### config.mk
export PLATFORM = sky130hd
export DESIGN_NAME = cavlc_zero_scan
export DESIGN_NICKNAME = d
export VERILOG_FILES = /design/src/rtl/cavlc_pkg.sv /design/src/rtl/cavlc_coef_class.sv /design/src/rtl/cavlc_zero_scan.sv
export SDC_FILE = /design/constraint.sdc
export NUM_CORES = 1
export LEC_CHECK = 0
export ABC_AREA = 1
export CORE_MARGIN = 8
export CORE_UTILIZATION = 35
export CTS_CLUSTER_SIZE = 10
export DETAILED_ROUTE_END_ITERATION = 16
export GPL_ROUTABILITY_DRIVEN = 0
export MAX_ROUTING_LAYER = met4
export PLACE_DENSITY = 0.54
export SLEW_MARGIN = 20
export SYNTH_ARGS = -nofsm -noshare
export SYNTH_HDL_FRONTEND = slang
export SYNTH_SLANG_ARGS = --single-unit
### constraint.sdc
create_clock -name clk -period 3 [get_ports clk]
set_input_delay 0.45 -clock clk [delete_from_list [all_inputs] [get_ports clk]]
set_output_delay 0.45 -clock clk [all_outputs]
set_load 0.03 [all_outputs]
### src/rtl/cavlc_pkg.sv
// Shared types and constants for the CAVLC coefficient-statistics path.
package cavlc_pkg;

  typedef enum logic [0:0] {
    S_ACC  = 1'b0,
    S_DONE = 1'b1
  } state_t;

  localparam int BLK_LEN_CDC  = 4;
  localparam int BLK_LEN_AC   = 15;
  localparam int BLK_LEN_LUMA = 16;
  localparam int MAX_COEF_DEF = 16;

  function automatic int cnt_width(input int max_coef);
    return $clog2(max_coef + 1);
  endfunction

  localparam int CNT_W = cnt_width(MAX_COEF_DEF);

endpackage

### src/rtl/cavlc_coef_class.sv
// Combinational coefficient classifier: zero, +/-1, or any other nonzero value.
module cavlc_coef_class #(
  parameter int COEF_W = 15
) (
  input  logic [COEF_W-1:0] coef,
  output logic              is_zero,
  output logic              is_one,
  output logic              is_large
);

  localparam logic [COEF_W-1:0] PLUS_ONE = {{(COEF_W-1){1'b0}}, 1'b1};

  // classify one coefficient; all-ones is -1 in two's complement
  always_comb begin
    is_zero  = (coef == {COEF_W{1'b0}});
    is_one   = (coef == PLUS_ONE) || (coef == {COEF_W{1'b1}});
    is_large = !is_zero && !is_one;
  end

endmodule

### src/rtl/cavlc_zero_scan.sv
// Streaming TotalCoeff / TotalZeros / TrailingOnes unit with handshaked result register.
// Build option: define CAVLC_T1_EN to build the trailing-ones tracker.
module cavlc_zero_scan
  import cavlc_pkg::*;
#(
  parameter  int COEF_W   = 15,
  parameter  int MAX_COEF = 16,
  localparam int CW       = cnt_width(MAX_COEF)
) (
  input  logic              clk,
  input  logic              rst,
  input  logic [CW-1:0]     blk_len,
  input  logic [COEF_W-1:0] in_coef,
  input  logic              in_valid,
  input  logic              in_last,
  output logic              in_ready,
  output logic              out_valid,
  input  logic              out_ready,
  output logic [CW-1:0]     total_coeff,
  output logic [CW-1:0]     total_zeros,
  output logic [1:0]        trailing_ones,
  output logic              len_err
);

  localparam logic [CW-1:0] MAX_LEN = CW'(MAX_COEF);
  localparam logic [CW-1:0] CNT_ONE = {{(CW-1){1'b0}}, 1'b1};

  state_t        state_r, state_nxt;
  logic [CW-1:0] beat_r, beat_nxt;
  logic [CW-1:0] zcnt_r, zcnt_nxt;
  logic [CW-1:0] tc_r, tc_nxt;
  logic [CW-1:0] tz_r, tz_nxt;
  logic [CW-1:0] len_r, len_nxt;
  logic [CW-1:0] len_in_s, len_cur_s;
  logic          is_zero_s, is_one_s, is_large_s, nonzero_s;
  logic          accept_s, at_len_s, close_s;
  logic [CW-1:0] total_coeff_r, total_zeros_r;
  logic          len_err_r;

  cavlc_coef_class #(.COEF_W(COEF_W)) u_class (
    .coef     (in_coef),
    .is_zero  (is_zero_s),
    .is_one   (is_one_s),
    .is_large (is_large_s)
  );

  assign in_ready    = (state_r == S_ACC) && !rst;
  assign out_valid   = (state_r == S_DONE);
  assign accept_s    = in_valid && in_ready;
  assign nonzero_s   = is_one_s || is_large_s;
  assign total_coeff = total_coeff_r;
  assign total_zeros = total_zeros_r;
  assign len_err     = len_err_r;

  // out-of-range lengths fall back to the longest block; latched length applies after beat 1
  assign len_in_s  = ((blk_len == {CW{1'b0}}) || (blk_len > MAX_LEN)) ? MAX_LEN : blk_len;
  assign len_cur_s = (beat_r == {CW{1'b0}}) ? len_in_s : len_r;

  // next-state and accumulator update
  always_comb begin
    state_nxt = state_r;
    beat_nxt  = beat_r;
    zcnt_nxt  = zcnt_r;
    tc_nxt    = tc_r;
    tz_nxt    = tz_r;
    len_nxt   = len_r;
    at_len_s  = 1'b0;
    close_s   = 1'b0;
    case (state_r)
      S_ACC: begin
        if (accept_s) begin
          beat_nxt = beat_r + CNT_ONE;
          len_nxt  = len_cur_s;
          at_len_s = (beat_nxt == len_cur_s);
          close_s  = in_last || at_len_s;
          if (is_zero_s) begin
            zcnt_nxt = zcnt_r + CNT_ONE;
          end else begin
            zcnt_nxt = zcnt_r;
          end
          if (nonzero_s) begin
            tc_nxt = tc_r + CNT_ONE;
            tz_nxt = zcnt_r;
          end else begin
            tc_nxt = tc_r;
            tz_nxt = tz_r;
          end
          if (close_s) begin
            state_nxt = S_DONE;
          end else begin
            state_nxt = S_ACC;
          end
        end else begin
          state_nxt = S_ACC;
        end
      end
      S_DONE: begin
        if (out_ready) begin
          state_nxt = S_ACC;
          beat_nxt  = {CW{1'b0}};
          zcnt_nxt  = {CW{1'b0}};
          tc_nxt    = {CW{1'b0}};
          tz_nxt    = {CW{1'b0}};
          len_nxt   = {CW{1'b0}};
        end else begin
          state_nxt = S_DONE;
        end
      end
      default: begin
        state_nxt = S_ACC;
      end
    endcase
  end

  // state, accumulators and result register
  always_ff @(posedge clk) begin
    if (rst) begin
      state_r       <= S_ACC;
      beat_r        <= {CW{1'b0}};
      zcnt_r        <= {CW{1'b0}};
      tc_r          <= {CW{1'b0}};
      tz_r          <= {CW{1'b0}};
      len_r         <= {CW{1'b0}};
      total_coeff_r <= {CW{1'b0}};
      total_zeros_r <= {CW{1'b0}};
      len_err_r     <= 1'b0;
    end else begin
      state_r <= state_nxt;
      beat_r  <= beat_nxt;
      zcnt_r  <= zcnt_nxt;
      tc_r    <= tc_nxt;
      tz_r    <= tz_nxt;
      len_r   <= len_nxt;
      if (close_s) begin
        total_coeff_r <= tc_nxt;
        total_zeros_r <= tz_nxt;
        len_err_r     <= in_last ^ at_len_s;
      end
    end
  end

`ifdef CAVLC_T1_EN
  logic [1:0] t1_r, t1_nxt, trailing_ones_r;

  // running count of consecutive +/-1 values among the nonzeros, saturating at 3
  always_comb begin
    t1_nxt = t1_r;
    if (state_r == S_DONE) begin
      if (out_ready) begin
        t1_nxt = 2'd0;
      end else begin
        t1_nxt = t1_r;
      end
    end else if (accept_s && nonzero_s) begin
      if (is_one_s) begin
        t1_nxt = (t1_r == 2'd3) ? 2'd3 : t1_r + 2'd1;
      end else begin
        t1_nxt = 2'd0;
      end
    end else begin
      t1_nxt = t1_r;
    end
  end

  // trailing-ones accumulator and its result register
  always_ff @(posedge clk) begin
    if (rst) begin
      t1_r            <= 2'd0;
      trailing_ones_r <= 2'd0;
    end else begin
      t1_r <= t1_nxt;
      if (close_s) begin
        trailing_ones_r <= t1_nxt;
      end
    end
  end

  assign trailing_ones = trailing_ones_r;
`else
  assign trailing_ones = 2'd0;
`endif

endmodule

# After elaboration in Yosys (flattened, before gate mapping)
# Index checks and enable logic that the tools add are counted.
[word_totals] reg_bits=37 inputBits=25 output_inout_bits=15 elab_cells=62
[classes] addsub=3 n_lt_le_gt_ge=1 eq_ne=6 n_mux=26 n_bitwise=2 reduce_logical=15
[op_table] operator="5-bit two-way mux" count=13
[op_table] operator="5-bit one-hot mux with 2 select lines" count=5
[op_table] operator="5-bit by 1-bit adder with 5-bit output, second input constant" count=3
[op_table] operator="15-bit by 1-bit == test with 1-bit output, second input constant" count=1
[op_table] operator="15-bit == test, second input constant" count=1
[op_table] operator="15-bit zero test" count=1
[op_table] operator="5-bit zero test" count=2
[op_table] operator="1-bit two-way mux" count=7
[op_table] operator="2-bit inequality test, second input constant" count=3
[op_table] operator="5-bit == test" count=1
[op_table] operator="5-bit > comparator, second input constant" count=1
[op_table] operator="1-bit logical OR" count=4
[op_table] operator="1-bit logical AND" count=3
[op_table] operator="1-bit zero test" count=3
[op_table] operator="3-bit AND reduction" count=1
[op_table] operator="1-bit one-hot mux with 2 select lines" count=1
[op_table] operator="2-bit AND reduction" count=1
[op_table] operator="1-bit NOT" count=1
[op_table] operator="1-bit bitwise XOR" count=1

# Logic depth before layout (Yosys ltp)
[logic_depth] depth_word=9 mapped_depth=16 ltp_nobuf=16

# Hierarchy
# From an unflattened synthesis, not the netlist that was laid out.
[hier_totals] cells_unflattened=334 hier_area_um2=2193.4
[by_module_without_submodules] module="cavlc_zero_scan" instances=1 cells_each=293 area_per_inst_um2=2018.2 seq_area_each_um2=740.7
[by_module_without_submodules] module="cavlc_coef_class" instances=1 cells_each=41 area_per_inst_um2=175.2 seq_area_each_um2=0.0

# Worst setup path after synthesis
# OpenSTA, ideal clock, no wires.
[synth_path] path_type="input port to flip-flop" startpoint="input port blk_len[0]" endpoint="register total_coeff_r[0] (netlist: total_coeff[0])" setup_time_ns=0.113 arrival_ns=1.835 required_time_ns=2.887 slack_ns=1.052 path_stages=15 n_path_buf=0 path_cell_list="nor2_1 > nand3_1 > ha_1 > inv_1 > nand2_1 > nand3_1 > nand2_1 > nand2_1 > nand2_2 > nor2_4 > nand3_2 > nand2_4 > nand2_4 > nor2_1 > nor2_1"
[synth_via] elab_chain_cells=8 word_cells_on_any_way=9 cone_classes="order compare (1); eq/ne (1); mux (4); reduce/logical (3)"
[synth_lines] item="start: declaration" line_no="cavlc_zero_scan.sv:12" rtl="input logic [CW-1:0] blk_len,"
[synth_lines] item="5-bit > comparator / 5-bit zero test (equally long branches)" line_no="cavlc_zero_scan.sv:56" rtl="assign len_in_s = ((blk_len == {CW{1'b0}}) || (blk_len > MAX_LEN)) ? MAX_LEN : blk_len;"
[synth_lines] item="1-bit logical OR" line_no="cavlc_zero_scan.sv:56"
[synth_lines] item="5-bit two-way mux *" line_no="cavlc_zero_scan.sv:56"
[synth_lines] item="5-bit two-way mux *" line_no="cavlc_zero_scan.sv:57" rtl="assign len_cur_s = (beat_r == {CW{1'b0}}) ? len_in_s : len_r;"
[synth_lines] item="5-bit == test *" line_no="cavlc_zero_scan.sv:74" rtl="at_len_s = (beat_nxt == len_cur_s);"
[synth_lines] item="1-bit logical OR *" line_no="cavlc_zero_scan.sv:75" rtl="close_s = in_last || at_len_s;"
[synth_lines] item="1-bit two-way mux *" line_no="cavlc_zero_scan.sv:71" rtl="if (accept_s) begin"
[synth_lines] item="1-bit two-way mux *" line_no="cavlc_zero_scan.sv:69" rtl="case (state_r)"
[synth_lines] item="end signal: assignment" line_no="cavlc_zero_scan.sv:124" rtl="total_coeff_r <= {CW{1'b0}};"
[synth_lines] item="end signal: assignment" line_no="cavlc_zero_scan.sv:135" rtl="total_coeff_r <= tc_nxt;"
[synth_lines] item="end: declaration" line_no="cavlc_zero_scan.sv:37" rtl="logic [CW-1:0] total_coeff_r, total_zeros_r;"
# Mark *: on every way between the ends. The rest lies on a longest branch, timed or not.
# A chain may end at the register's enable or synchronous reset.

# Worst setup path in the final report
[layout_path] startpoint="input port blk_len[0]" endpoint="register total_coeff_r[1] (netlist: total_coeff[1])"
# Same word-level chain as after synthesis.

==> run summary <==
The run finished with clean final reports. The aggregate global-route resource usage is 0.123. The area share of the largest cell type after synthesis is 0.349. Setup repair after global routing left no endpoint under its margin.

The ratio of total power to cell area is 415 nW/um^2. The area added between synthesis and finish is 23.8%. The via count of the first global-routing pass was 1909. The setup TNS came out at 0 ns. The overall die width came out at 93.9 um. The worst reg-to-reg setup slack came out at 0.90 ns.

Yosys attributes the largest share of cell area to dfxtp_1, nand2_1, nand3_1. In this run the top signal layer used is met4. The detailed router put a total of roughly 2.4 mm of wire on met1. The vertical extent of the die is between 90 and 100 um. The final instance count without filler cells is approximately 430.

The buffer type at the clock tree root is clkbuf_8. The number of antenna violations at the first check in global routing came to 0. The arrival time at the worst endpoint is 2.48 ns. The sink count of the clock tree is 37. The leading area contributor after synthesis is dfxtp_1. The number of synthesized register bits is 37. The area of the multi-input gates is roughly 1200 sq um. The startpoint identified for the worst hold timing path is len_r[1].

Among all cell types in the netlist, the one instantiated most often is nand2_1. The final net count is 387. The synthesized instance count came out at 320.

The total met3 wirelength after detailed routing is between 200 and 250 um. Each instance of the synthesized netlist takes up on average 6.63 sq um. The number of maximum-capacitance constraint violations came out at 0. The worst setup path is captured at a flop. The area taken by flip-flops and latches is 741 sq um. The total CTS buffers is 5.

The hold buffer count at CTS came out at 0. The synthesized netlist contains 34 unique library cells. The maximum clock frequency came out at around 440 MHz. The detailed router placed 2020 vias in this run.

Across all hold checks on the routed design, the worst slack comes to 0.465 ns. The minimum clock period came out at 2.30 ns. The worst setup skew after layout is 0.00702 ns. The residual overflow from global routing came out at 0. The final number of max-transition violations was 0.

Dividing the detail-routed wire length by the instance count gives ~11 um. The row count came out at 28. At the later pin of the worst-skew pair, clock insertion delay measures about 0.28 ns. The number of iterations in the first detailed-routing pass came out at 4. The data required time at the worst endpoint is around 3.2 ns. The HPWL reported at the end of detailed placement is 3.77 mm. The largest fanout on the critical path is 7.

The fill cell total of the finished layout came out at between 600 and 700. Including well taps, the total number of placed cells is ~430. The buffer levels on the longest clock path came out at 2.

The path class of the tightest hold or removal check is flop to flop. The die covers between 8000 and 9000 sq um. The hold violation count in the final report is 0. For this configuration, the core starts out at a cell density of 0.361. The remaining routing DRC violations is 0. The number of flops mapped to enable cells by yosys came out at 0. For hold timing, the worst endpoint is len_r[1]. The count of routing violations after the opening detailed-route iteration is 98. Along the worst hold path, the cell count comes to 2. TritonCTS built the clock tree. Of the cells placed in the final design, the portion with a size suffix greater than 1 is 0.0782.

The worst-case reg-to-reg path depth came out at 14. The number of warnings printed during yosys synthesis is 0. In this run the critical register-to-register path is captured at total_coeff[1]. The routed wire length on met2 came out at around 2.3 mm. The commonest cells after synthesis are nand2_1, nor2_1, nand3_1, inv_1, dfxtp_1. The worst-case vdd ir drop is just under 200 uV. The fraction of synthesis flops using an asynchronous set or reset pin came out at 0. The final count of negative-setup-slack endpoints came out at 0. The startpoint identified for the worst register-to-register timing path is beat_r[0].

The wire length of the first global-routing pass is 8.55 mm. The clock slew seen by the registers of the worst setup and hold paths came out at 0.07 ns. After detailed routing, the number of vias per cell comes to 4.67. The count of input and output buffers is 37.

After clock tree synthesis, the setup repair step added 0 buffers. The aggregate routed wire length came out at 4.96 mm. For this run, the leading register cell type out of synthesis is dfxtp_1. The cell area after technology mapping is 2120 sq um. During I/O placement, the number of pins put on the boundary was 40. STA classifies the critical path startpoint as a primary input. The path type of the worst setup path is primary input to flop. The overall power consumption came out at 1.09 mW. The number of levels in the clock H-tree came out at 2. The final worst-path cycle share is 0.766. The total core area is 5890 sq um. The post-CTS resize count is 0.

The antenna cell count is 0. Entering global routing, the biggest net connects 25 pins. The standby leakage power came out at 1.16 nW. Once detail routing completed, the nets flagged for antenna violations numbered 0. The register area share after synthesis came out at 0.349.
==> report_power, final <==
group          switching [mW]  total, mW  leakage [nW]  internal, mW
clock network           0.172      0.333        0.0450         0.161
registers              0.0113      0.519         0.300         0.508
logic                   0.141      0.238         0.818        0.0972
total                   0.325       1.09          1.16         0.766
==> stage by stage <==
stage | utilization | setup slack (ns) | cell area, sq um
6_report | 0.446 | 0.703 | 2630
5_1_grt | 0.446 | 0.456 | 2630
4_1_cts | 0.446 | 0.712 | 2630
3_5_place_dp | 0.432 | 0.415 | 2540
3_3_place_gp | 0.432 | 0.480 | 2540
2_1_floorplan | - | 1.05 | 2130
==> logic make-up after synthesis <==
family                     synth area share
AOI/OAI and AO/OA                    0.0501
xor gates and xnor gates             0.0124
adders and majority gates            0.0295
buffers and inverters                 0.110
DFF                                   0.349
other                               0.00177
and+or+nand+nor                       0.447
==> layer usage <==
metal / vias up / track usage
li1: 1071 / -
met1: 899 / 0.152
met2: 48 / 0.194
met3: 2 / 0.0296
met4: 0 / 0.0357
met5: - / -
==> placed cells by master, fill, tap and decap left out, drive strengths merged <==
| cell | instances |
|---|---|
| nand4 | 4 |
| a21oi | 14 |
| nor4 | 1 |
| o21ai | 3 |
| nor2b | 1 |
| inv | 45 |
| dfxtp | 37 |
| buf | 2 |
| a211oi | 1 |
| o21a | 1 |
| clkinv | 3 |
| nand2 | 87 |
| conb | 2 |
| nand3 | 47 |
| nand3b | 1 |
| xor2 | 2 |
| ha | 5 |
| nor2 | 56 |
| clkdlybuf4s50 | 37 |
| clkbuf | 6 |
| nor3 | 1 |
| o22ai | 1 |
| xnor2 | 1 |
==> layout make-up <==
class / count / area share
multi-input combinational: 228 / 0.438
sequential: 37 / 0.282
timing repair buffer: 39 / 0.147
inverter: 46 / 0.0657
tap: 75 / 0.0357
clock buffer: 6 / 0.0276
clock inverter: 2 / 0.00381
==> state kept, by name (all words and copies together) (netlist names) <==
signal	flops
total_coeff	5
zcnt_r	5
tc_r	5
out_valid	1
len_r	5
beat_r	5
len_err	1
total_zeros	5
tz_r	5
==> worst max-delay path: stages <==
cell,delay (ns)
clkdlybuf4s50_1,0.42
nor2_1,0.11
nand3_1,0.07
ha_1,0.30
inv_1,0.11
nand2_1,0.07
nand3_1,0.13
nand2_1,0.07
nand2_1,0.07
nand2_2,0.06
nor2_4,0.14
nand3_2,0.11
nand2_4,0.12
nand2_4,0.08
nor2_1,0.11
nor2_1,0.05
==> how the worst max path moves through the flow <==
stage,depth (start not counted),start,to,slack (ns)
finish,16,blk_len[0],total_coeff[1],0.70
global route,16,blk_len[0],total_coeff[1],0.46
CTS,16,blk_len[0],total_coeff[1],0.71
detailed placement,16,blk_len[0],total_coeff[1],0.41
global placement,15,blk_len[0],total_coeff[1],0.48
floorplan,15,blk_len[0],total_coeff[0],1.05
No activity file was read; power rests on OpenSTA's default activity.
